### config.mk
export PLATFORM = sky130hd
export DESIGN_NAME = tt_um_uabc_char_seq
export DESIGN_NICKNAME = d
export VERILOG_FILES = /design/src/rtl/tt_um_uabc_char_seq.sv
export SDC_FILE = /design/constraint.sdc
export NUM_CORES = 1
export LEC_CHECK = 0
export BUFFER_PORTS_ARGS = -buffer_cell sky130_fd_sc_hd__buf_2
export CORE_MARGIN = 2
export CORE_UTILIZATION = 66
export DETAILED_ROUTE_END_ITERATION = 6
export PLACE_DENSITY = 0.95
export RECOVER_POWER = 25
export SLEW_MARGIN = 5
export SYNTH_ARGS = -nofsm -noshare
export SYNTH_HDL_FRONTEND = slang
export SYNTH_SLANG_ARGS = --single-unit
### constraint.sdc
create_clock -name clk -period 6.03 [get_ports clk]
set_input_delay 1.206 -clock clk [delete_from_list [all_inputs] [get_ports clk]]
set_output_delay 1.206 -clock clk [all_outputs]
set_load 0.02 [all_outputs]
### src/rtl/tt_um_uabc_char_seq.sv
// -----------------------------------------------------------------------------
// tt_um_uabc_char_seq
// Steps through a small writable table of ASCII characters and shows the
// current entry on uo_out. It advances automatically every TICK_CYCLES
// clocks while run is high, or once per step edge while run is low.
// Parameters:
//   TICK_CYCLES : clocks per automatic step (>= 2)
//   DEPTH       : table entries, power of two, 2..16
// Ports:
//   clk     : clock, all state on rising edge
//   rst_n   : asynchronous active-low reset
//   ena     : ignored
//   ui_in   : [0] run, [1] dir (0 up / 1 down), [2] step, [3] wr, [7:4] wr_addr
//   uio_in  : table write data
//   uo_out  : registered table[idx]
//   uio_out : constant 8'h00
//   uio_oe  : constant 8'h00
// There is no FSM; the observable state is idx, the prescaler and the table.
// -----------------------------------------------------------------------------
module tt_um_uabc_char_seq #(
  parameter int TICK_CYCLES = 25_000_000,
  parameter int DEPTH       = 16
) (
  input  logic       clk,
  input  logic       rst_n,
  input  logic       ena,
  input  logic [7:0] ui_in,
  input  logic [7:0] uio_in,
  output logic [7:0] uo_out,
  output logic [7:0] uio_out,
  output logic [7:0] uio_oe
);

  localparam int IW = $clog2(DEPTH);
  localparam int PW = $clog2(TICK_CYCLES);
  localparam logic [PW-1:0] TICK_LAST = PW'(TICK_CYCLES - 1);

  // Reset contents: 'A'..'F' then '0'..'9'.
  function automatic logic [7:0] init_char(input int i);
    if (i < 6) return 8'(32'h41 + i);
    else       return 8'(32'h30 + i - 6);
  endfunction

  logic          run;
  logic          dir;
  logic [IW-1:0] wr_addr;

  assign run     = ui_in[0];
  assign dir     = ui_in[1];
  assign wr_addr = ui_in[4 +: IW];

  // ena and any wr_addr bits above IW carry no information.
  logic unused_ok;
  assign unused_ok = &{1'b0, ena, ui_in[7:4]};

  assign uio_out = 8'h00;
  assign uio_oe  = 8'h00;

  // ---------------------------------------------------------------------------
  // Prescaler: free-runs only while run is high, held at 0 otherwise, so the
  // first tick after run rises is always a full TICK_CYCLES away.
  // ---------------------------------------------------------------------------
  logic [PW-1:0] presc;
  logic          tick;

  assign tick = run && (presc == TICK_LAST);

  always_ff @(posedge clk or negedge rst_n) begin
    if (!rst_n) begin
      presc <= '0;
    end else if (!run || tick) begin
      presc <= '0;
    end else begin
      presc <= presc + PW'(1);
    end
  end

  // ---------------------------------------------------------------------------
  // step / wr: two-flop synchroniser plus an edge flop; the pulse is one
  // cycle wide and fires once per rising edge regardless of hold time.
  // ---------------------------------------------------------------------------
  logic step_s1, step_s2, step_d;
  logic wr_s1, wr_s2, wr_d;
  logic step_pulse, wr_pulse;

  always_ff @(posedge clk or negedge rst_n) begin
    if (!rst_n) begin
      step_s1 <= 1'b0;
      step_s2 <= 1'b0;
      step_d  <= 1'b0;
      wr_s1   <= 1'b0;
      wr_s2   <= 1'b0;
      wr_d    <= 1'b0;
    end else begin
      step_s1 <= ui_in[2];
      step_s2 <= step_s1;
      step_d  <= step_s2;
      wr_s1   <= ui_in[3];
      wr_s2   <= wr_s1;
      wr_d    <= wr_s2;
    end
  end

  assign step_pulse = step_s2 & ~step_d;
  assign wr_pulse   = wr_s2 & ~wr_d;

  // ---------------------------------------------------------------------------
  // Index: manual steps only count while stopped. DEPTH is a power of two,
  // so natural IW-bit overflow gives the modulo-DEPTH wrap in both directions.
  // ---------------------------------------------------------------------------
  logic [IW-1:0] idx;
  logic          advance;

  assign advance = tick | (step_pulse & ~run);

  always_ff @(posedge clk or negedge rst_n) begin
    if (!rst_n) begin
      idx <= '0;
    end else if (advance) begin
      idx <= dir ? (idx - IW'(1)) : (idx + IW'(1));
    end
  end

  // ---------------------------------------------------------------------------
  // Character table. Address and data are sampled raw in the pulse cycle;
  // the host keeps them stable across the synchroniser delay.
  // ---------------------------------------------------------------------------
  logic [7:0] char_tab [DEPTH];

  always_ff @(posedge clk or negedge rst_n) begin
    if (!rst_n) begin
      for (int i = 0; i < DEPTH; i++) begin
        char_tab[i] <= init_char(i);
      end
    end else if (wr_pulse) begin
      char_tab[wr_addr] <= uio_in;
    end
  end

  // Output register: follows idx and table changes one cycle later.
  always_ff @(posedge clk or negedge rst_n) begin
    if (!rst_n) begin
      uo_out <= 8'h41;
    end else begin
      uo_out <= char_tab[idx];
    end
  end

endmodule

# Word-level counts from Yosys, hierarchy flattened

Index checks and enable logic that the tools add are counted.
Widths: inputs -> output; s select.

Add/subtract/negate cells: 3
$lt $le $gt $ge: 3
Mux-type cells: 8
Bitwise operators: 9
Reduce and logical (&&, ||, !) cells: 4
Equality and inequality tests: 1

Operators with widths:

| cell                  | number |
|---|---|
| $bwmux 128            | 1 |
| $bmux 8 s4            | 1 |
| $demux 8 s4           | 1 |
| $add 25x1->25 const B | 1 |
| $eq 25x25->1 const B  | 1 |
| $mux 25               | 1 |
| $mux 8                | 3 |
| $ge 5x5->1 const B    | 2 |
| $not 4->5             | 2 |
| $lt 5x1->1 const B    | 1 |
| $add 4x1->4 const B   | 1 |
| $mux 4                | 1 |
| $sub 4x1->4 const B   | 1 |
| $and 1x1->1           | 3 |
| $not 1->1             | 3 |
| $logic_and 1x1->1     | 2 |
| $logic_not 1->1       | 1 |
| $logic_or 1x1->1      | 1 |
| $or 1x1->1            | 1 |

Word-level logic and storage cells: 53
Bits in registers: 171
Output and inout port bits: 24

# Logic depth before layout (Yosys ltp)

Gate-level depths: netlist (run 1).

Depth in word-level cells: 6
Gate-level depth with buffers: 6

# Worst setup path before layout (run 1)

No wires, ideal clock.

Path kind: input port to flip-flop
Start point: input ui_in[5]
End point: register char_tab[24] in the netlist's numbering
Arrival: 2,508 ps
Path buffers: 1
Path slack: 3,397 ps
Cell stages on the path: 4
Path through: nor4b_1 > and3_1 > clkbuf_1 > mux2_2

Cells in the longest elaborated chain, start to end: 6

Ends and longest elaborated chain:

| what                                                           | RTL line | text |
|---|---|---|
| from (decl)                                                    | 27       | `input logic [7:0] ui_in,` |
| $not 4->5 (not written as such) (*)                            | 136      | `char_tab[wr_addr] <= uio_in;` |
| $ge 5x5->1 (not written as such) or $lt 5x1->1 (tied branches) | 136      |  |
| $logic_and 1x1->1 (not written as such)                        | 136      |  |
| $mux 8 (not written as such)                                   | 136      |  |
| $demux 8 s4 (*)                                                | 136      |  |
| $bwmux 128 (*)                                                 | 136      |  |
| to (signal, indexed assignment)                                | 133      | `char_tab[i] <= init_char(i);` |
| to (signal, indexed assignment)                                | 136      |  |
| to (decl)                                                      | 128      | `logic [7:0] char_tab [DEPTH];` |

Every way passes the cells marked *; elsewhere a longest branch is shown, timed or not.
A chain may end at the register's enable or synchronous reset.

==> metrics, run 1 <==
Vias=4716; clock slew at reported path FFs=60 ps; Clock Sinks=171; Syn Area/Cell=14.6 um^2; Period minus WS final=3690 ps; number of global-route vias before repair=4991; Unique masters post-synth=44; power per cell area=405 nW/um^2; slowest stage cell on the critical path=clkbuf_2; TritonCTS clock tree=built; wirelength, routed=16300 um; DRT iter0 DRCs=477; initial core utilization=0.669; final-report hold violation count=0; relative slew slack=-0.981; Critical Path Sink Type=async pin; sequential share of the synthesized area=0.547; total chip power=0.00352 W; xor/xnor share of the synthesized area=0.0154; share of cells above drive strength 1=0.509; Simple-Gate Fraction of Synth Area=0.0738; Port Buffer Count=25; RSZ-0062 raised after global routing=no; Startpoint Class=primary input; synth warn=0; Hold Crit Class=register to register; commonest non-fill, non-tap cells in the layout=mux2_2 (129), dfrtp_1 (118), dfstp_2 (52); total track usage=0.280; CTS root buf=clkbuf_16; final setup fails=0; largest net degree at the start of global routing=125; First-pass DRT Iterations=5; gpl congestion=0.802; DRT antenna net count=0; total grt overflow=0; Resize count post-CTS=0; Die W=114 um; Skew-Pair Late Insertion Delay=440 ps; Worst Hold Launch=step_s1; Reg2Reg Setup Slack=3570 ps; Least-Margin Pin Slew=2970 ps; total CTS buffers=17; Diodes inserted=0; cell area after synthesis=7940 um^2; core area=11900 um^2; CP max stage delay=1980 ps; Ports=43; r2r endpoint=presc[18]; worst path cell trace=clkbuf_2; main combinational cell family by area after synthesis=multiplexers; fill count=683; Core Rows=40; worst r2r src=presc[0]; Post-CTS Setup Inserts=0; Die Y=114 um; Worst EP arrival=3350 ps; initial antenna violation count=0; Max IR drop VDD=306 uV; Fin Setup TNS=0 ps; placed wire-length estimate=10600 um; Final nets=582; Die Area=12900 um^2; FF+latch count, synth=171; clk_skew=9.49 ps; R2R depth=6; Worst Hold End=step_s2; Leakage=3.67 nW; Adder-Cell Fraction of Synth Area=0.00725; Pins Over Slew Limit=125; area of the multi-input gates=3370 um^2; outcome=finished with violations; area grow syn2layout=9.44%; first-pass GRT wire length=27300 um; depth of the CTS H-tree=4; period utilization=0.613; # Max-Cap Violations=1; Reg area=4350 um^2; crit-path max FO=124; most common cell after layout, fill and taps aside=mux2_2; post-DR wirelength/cell=22.7 um; CP delay by family, top=buffers and inverters; Hold Slack=348 ps; Crit path required time=5690 ps; deepest clock path buffer count=2; critical path type=primary input to async pin; crit path from=rst_n; WHS Path Cells=0; Worst Path Buf+Inv=1; hold-fix buffers at CTS=0; Gate Count Post-Synth=542; Peak Freq=0.271 GHz; Remaining DRCs=0; vias per inst=6.56; mux cell area share after synthesis=0.298; Compound-Gate Fraction of Synth Area=0.0227; failing checks=max-capacitance violations, max-slew violations
worst max-delay path by stage:
stage                     to  slack (ps)  depth (start not counted)
2_1_floorplan   char_tab[24]        3400                          4
3_3_place_gp    char_tab[24]        3070                          4
3_5_place_dp   char_tab[123]        2820                          4
4_1_cts        char_tab[124]        3240                          4
5_1_grt               idx[0]        1580                          1
6_report              idx[0]        2340                          1
power by group:
part / internal [W] / total [W] / switching, W
Clock: 0.000654 / 0.00111 / 0.000460
Sequential: 0.00141 / 0.00154 / 0.000139
Combinational: 0.000483 / 0.000860 / 0.000377
Total: 0.00254 / 0.00352 / 0.000977
area by class of cell:
class / count / share of cell area
flip-flops and latches: 171 / 0.500
multi-input cells: 333 / 0.388
clock buffers: 19 / 0.0498
well taps: 147 / 0.0212
clock inverters: 13 / 0.0196
repair buffers: 29 / 0.0179
inverters: 7 / 0.00302
cells in the mapped netlist, drive strengths merged:
library cell | number | area [um^2]
o311ai | 1 | 8.76
nor2b | 5 | 31.3
nor4b | 4 | 35.0
nor3 | 5 | 25.0
o21ai | 5 | 25.0
nand3 | 11 | 60.1
and4 | 3 | 26.3
o211ai | 1 | 7.51
nand4 | 7 | 50.1
a21oi | 14 | 77.6
o31ai | 7 | 52.6
xor2 | 3 | 26.3
xnor2 | 11 | 96.3
ha | 3 | 37.5
o31a | 1 | 8.76
and3 | 4 | 25.0
nor4 | 1 | 6.26
mux2i | 1 | 10.0
clkbuf | 21 | 78.8
mux2 | 129 | 1450
and2 | 1 | 6.26
nor3b | 1 | 7.51
nand4b | 1 | 8.76
fa | 1 | 20.0
or3 | 6 | 37.5
mux4 | 40 | 901
nand2 | 20 | 75.1
dfrtp | 119 | 2980
conb | 1 | 3.75
nor4bb | 3 | 30.0
or4 | 9 | 82.6
nand2b | 1 | 6.26
buf | 25 | 176
nor2 | 17 | 63.8
inv | 7 | 26.3
or3b | 1 | 8.76
dfstp | 52 | 1370
metal layers:
metal | wire length (um) | track usage | share of wire | vias up
li1 | - | - | - | 2008
met1 | 6780 | 0.380 | 0.42 | 2539
met2 | 8610 | 0.461 | 0.53 | 138
met3 | 627 | 0.0600 | 0.038 | 31
met4 | 279 | 0.0902 | 0.017 | 0
met5 | 0 | 0 | 0 | -
registers in the layout, indices dropped and copies added (netlist names):
name and flops:
char_tab 128, uo_out 8, wr_s2 1, step_s1 1, step_d 1, wr_s1 1
presc 25, wr_d 1, step_s2 1, idx 4
kinds of logic after synthesis:
logic type               count (synthesis)
flip-flops                             171
multiplexers                           170
AND/OR/NAND/NOR                        100
buffers and inverters                   53
AO/OA/AOI/OAI                           29
XOR/XNOR                                14
adder cells (fa/ha/maj)                  4
other                                    1
through the flow:
step	util	setup slack, ps	std cells	cell area (um^2)
floorplan	-	3400	557	8000
finish	0.732	2340	719	8690
CTS	0.733	3240	719	8690
global placement	0.682	3070	687	8090
detailed placement	0.682	2820	687	8090
global route	0.732	1580	719	8690
Note: power is estimated with default switching activity, not from simulation.
==> run 2: changes to the inputs <==
--- a/config.mk
+++ b/config.mk
@@ -7,9 +7,9 @@
 export LEC_CHECK = 0
 export BUFFER_PORTS_ARGS = -buffer_cell sky130_fd_sc_hd__buf_2
 export CORE_MARGIN = 2
-export CORE_UTILIZATION = 66
+export CORE_UTILIZATION = 61
 export DETAILED_ROUTE_END_ITERATION = 6
-export PLACE_DENSITY = 0.95
+export PLACE_DENSITY = 0.9
 export RECOVER_POWER = 25
 export SLEW_MARGIN = 5
 export SYNTH_ARGS = -nofsm -noshare
==> constraint.sdc (replaced) <==
create_clock -name clk -period 3.6 [get_ports clk]
set_input_delay 0.72 -clock clk [delete_from_list [all_inputs] [get_ports clk]]
set_output_delay 0.72 -clock clk [all_outputs]
set_load 0.02 [all_outputs]
==> run 2 against run 1 <==
The run still ends with max-capacitance violations, max-slew violations left; setup slack worse by 1100 ps; sequential power increased by 67%; sequential share of layout area is essentially flat; sequential cell count stayed put; register-to-register slack worse by 2300 ps; hold slack gained 1.8 ps; combinational power rose by 69%; die area up 7.9%; via count shrank 4.1%; cell area about the same.
==> metrics, run 2 (synthesis gave the netlist of run 1 again) <==
CP max stage delay=770 ps; Crit path required time=3900 ps; first-pass GRT wire length=24800 um; critical path type=register to register; First-pass DRT Iterations=4; post-DR wirelength/cell=20.3 um; clock slew at reported path FFs=60 ps; CP delay by family, top=compound AO/OA/AOI/OAI gates; Vias=4521; Period minus WS final=2360 ps; Critical Path Sink Type=register; DRT iter0 DRCs=310; Core Rows=41; depth of the CTS H-tree=4; initial core utilization=0.627; Leakage=3.67 nW; largest net degree at the start of global routing=89; power per cell area=658 nW/um^2; Hold Slack=350 ps; fill count=851; most common cell after layout, fill and taps aside=mux2_2; slowest stage cell on the critical path=o31ai_2; worst r2r src=presc[0]; core area=12700 um^2; worst path cell trace=ha_1, and4_1, nand2_1, o31ai_2, buf_4, a21oi_1; Die Area=13900 um^2; Worst Hold Launch=wr_s1; hold-fix buffers at CTS=0; total track usage=0.231; initial antenna violation count=0; total chip power=0.00571 W; DRT antenna net count=0; total CTS buffers=17; Die W=118 um; crit-path max FO=13; Largest register FFs=128; total grt overflow=0; largest register by flop count=char_tab; Startpoint Class=register; share of cells above drive strength 1=0.508; R2R depth=6; Hold Crit Class=register to register; vias per inst=6.07; failing checks=max-capacitance violations, max-slew violations; Clock Sinks=171; top flop regs=char_tab x128, presc x25, uo_out x8; gpl congestion=0.786; Skew-Pair Late Insertion Delay=430 ps; Layout Cell Area excl Fill=8680 um^2; Post-CTS Setup Inserts=0; WHS Path Cells=0; TritonCTS clock tree=built; relative slew slack=-0.435; Reg area=4350 um^2; Port Buffer Count=25; outcome=finished with violations; r2r endpoint=presc[18]; final-report hold violation count=0; Worst Hold End=wr_s2; Reg2Reg Setup Slack=1240 ps; Fin Setup TNS=0 ps; # Max-Cap Violations=1; number of global-route vias before repair=4677; commonest non-fill, non-tap cells in the layout=mux2_2 (129), dfrtp_1 (118), dfstp_2 (52); period utilization=0.655; deepest clock path buffer count=2; clk_skew=10.2 ps; Ports=43; Diodes inserted=0; Max IR drop VDD=412 uV; Pins Over Slew Limit=88; Peak Freq=0.424 GHz; area of the multi-input gates=3370 um^2; wirelength, routed=15100 um; Worst EP arrival=2650 ps; Least-Margin Pin Slew=2150 ps; RSZ-0062 raised after global routing=no; Resize count post-CTS=0; area grow syn2layout=9.36%; Final nets=583; Worst Path Buf+Inv=1; placed wire-length estimate=9990 um; final setup fails=0; Area after DPL=8140 um^2; CTS root buf=clkbuf_16; Remaining DRCs=0; Die Y=118 um
## run 2: worst max path at each step
stage          startpoint       endpoint  depth (start not counted)
6_report         presc[0]      presc[18]                          6
5_1_grt             rst_n         idx[0]                          1
4_1_cts          presc[0]      presc[18]                          6
3_5_place_dp     ui_in[5]  char_tab[123]                          4
3_3_place_gp     ui_in[5]  char_tab[121]                          4
2_1_floorplan    ui_in[5]   char_tab[24]                          4
## run 2: final cells by class
cell class | count | share of cell area
inverters | 7 | 0.00303
flip-flops and latches | 171 | 0.501
well taps | 172 | 0.0248
repair buffers | 30 | 0.0202
clock buffers | 22 | 0.0535
clock inverters | 10 | 0.00937
multi-input cells | 333 | 0.389
## run 2: power breakdown
group	internal, W	switching, W
combinational	0.000812	0.000635
sequential	0.00235	0.000221
clock	0.000932	0.000757
## run 2: routing by layer
layer,share of wire,routed length (um),vias to the layer above,global-route usage
met5,0,0,-,0
met4,0.011,173,0,0.0730
met3,0.038,567,16,0.0562
met2,0.52,7920,110,0.379
met1,0.43,6450,2388,0.308
li1,-,-,2007,-
## run 2: metrics by stage
stage / instances / utilization / setup slack [ps]
floorplan: 557 / - / 1450
global placement: 713 / 0.643 / 1110
CTS: 745 / 0.686 / 1200
global route: 745 / 0.685 / 720
detailed placement: 713 / 0.643 / 1050
finish: 745 / 0.685 / 1240
==> run 3: changes to the inputs <==
==> constraint.sdc (replaced) <==
create_clock -name clk -period 2.35 [get_ports clk]
set_input_delay 0.47 -clock clk [delete_from_list [all_inputs] [get_ports clk]]
set_output_delay 0.47 -clock clk [all_outputs]
set_load 0.02 [all_outputs]
==> run 3 against run 2 <==
The flow still finishes with violations (max-capacitance violations, max-slew violations); combinational power grew 59%; register-to-register slack lost 1200 ps; first-iteration DRC count grew 46%; maximum frequency grew 4.4%; critical path type unchanged; utilization grew 1.6 points; routed wire length grew 4.7%; count of clock-buffer cells in the layout shrank 1; setup slack lost 1200 ps; clock skew shrank 5.4 ps; via count grew 3.6%; cell area grew 2.3%.
==> metrics, run 3 (synthesis gave the netlist of run 1 again) <==
Resize count post-CTS=0; Layout Cell Area excl Fill=8880 um^2; total grt overflow=0; Leakage=3.77 nW; first-pass GRT wire length=26000 um; commonest non-fill, non-tap cells in the layout=mux2_2 (129), dfrtp_1 (118), dfstp_2 (52); Vias=4682; clock slew at reported path FFs=60 ps; Worst Path Buf+Inv=0; placed wire-length estimate=10200 um; final-report hold violation count=0; top flop regs=char_tab x128, presc x25, uo_out x8; Reg2Reg Setup Slack=90 ps; # Max-Cap Violations=1; largest register by flop count=char_tab; Skew-Pair Late Insertion Delay=430 ps; CP delay by family, top=simple AND/OR/NAND/NOR gates; Ports=43; initial antenna violation count=0; hold-fix buffers at CTS=0; core area=12700 um^2; Least-Margin Pin Slew=1560 ps; critical path type=register to register; Die Area=13900 um^2; Worst EP arrival=2620 ps; final setup fails=0; failing checks=max-capacitance violations, max-slew violations; fill count=797; total track usage=0.243; Clock Sinks=171; CTS root buf=clkbuf_16; Largest register FFs=128; largest net degree at the start of global routing=59; wirelength, routed=15800 um; number of global-route vias before repair=4895; final core utilization=0.701; Die Y=118 um; period utilization=0.961; Port Buffer Count=25; Core Rows=41; share of cells above drive strength 1=0.518; Pins Over Slew Limit=57; gpl congestion=0.791; post-DR wirelength/cell=20.9 um; worst path cell trace=ha_1, nand4_1, or4_4, or4_1, a21oi_1; vias per inst=6.20; Crit path required time=2710 ps; Peak Freq=0.443 GHz; most common cell after layout, fill and taps aside=mux2_2; area grow syn2layout=11.9%; post-place setup slack=120 ps; outcome=finished with violations; CP max stage delay=640 ps; Period minus WS final=2260 ps; crit-path max FO=12; deepest clock path buffer count=2; initial core utilization=0.627; relative slew slack=-0.0411; Diodes inserted=0; Startpoint Class=register; power per cell area=1040 nW/um^2; Area after DPL=8260 um^2; slowest stage cell on the critical path=or4_4; depth of the CTS H-tree=4; TritonCTS clock tree=built; final worst setup slack=91.9 ps; Remaining DRCs=0; clk_skew=4.77 ps; DRT iter0 DRCs=453; Final nets=593; Hold Slack=141 ps; Critical Path Sink Type=register; Hold Crit Class=primary input to register; Post-CTS Setup Inserts=0; RSZ-0062 raised after global routing=no; Die W=118 um; First-pass DRT Iterations=4; Max IR drop VDD=656 uV; Fin Setup TNS=0 ps; total CTS buffers=17; DRT antenna net count=0
-- run 3: layout make-up --
| type | count | area [um^2] | share of cell area |
|---|---|---|---|
| Clock inverter | 11 | 165 | 0.0186 |
| Multi-Input combinational cell | 333 | 3370 | 0.380 |
| Clock buffer | 21 | 470 | 0.0530 |
| Inverter | 7 | 26.3 | 0.00296 |
| Tap cell | 172 | 215 | 0.0242 |
| Timing Repair Buffer | 40 | 284 | 0.0320 |
| Sequential cell | 171 | 4350 | 0.489 |
-- run 3: per-layer routing --
layer | vias up | track usage | share of wire
met4 | 0 | 0.0971 | 0.025
met1 | 2471 | 0.307 | 0.41
met3 | 36 | 0.0567 | 0.039
met5 | - | 0 | 0
met2 | 126 | 0.408 | 0.53
li1 | 2049 | - | -
-- run 3: worst paths after layout --
check                              start             to  depth (start not counted)
worst max-delay path            presc[0]      presc[24]                          5
worst min-delay path            ui_in[3]          wr_s1                          1
worst max register to register  presc[0]      presc[24]                          5
worst min register to register   step_s1        step_s2                          0
max in group asynchronous          rst_n   char_tab[34]                          2
min in group asynchronous          rst_n  char_tab[124]                          1
-- run 3: power by group --
| group | internal, W | leakage, nW | switching [W] |
|---|---|---|---|
| clock network | 0.00186 | 0.306 | 0.00114 |
| registers | 0.00360 | 2.08 | 0.000320 |
| logic | 0.00131 | 1.39 | 0.00100 |
-- run 3: through the flow --
stage	std cells	power, W
floorplan	557	0.00562
global placement	723	0.00614
detailed placement	723	0.00627
CTS	755	0.00929
global route	755	0.00962
finish	755	0.00923
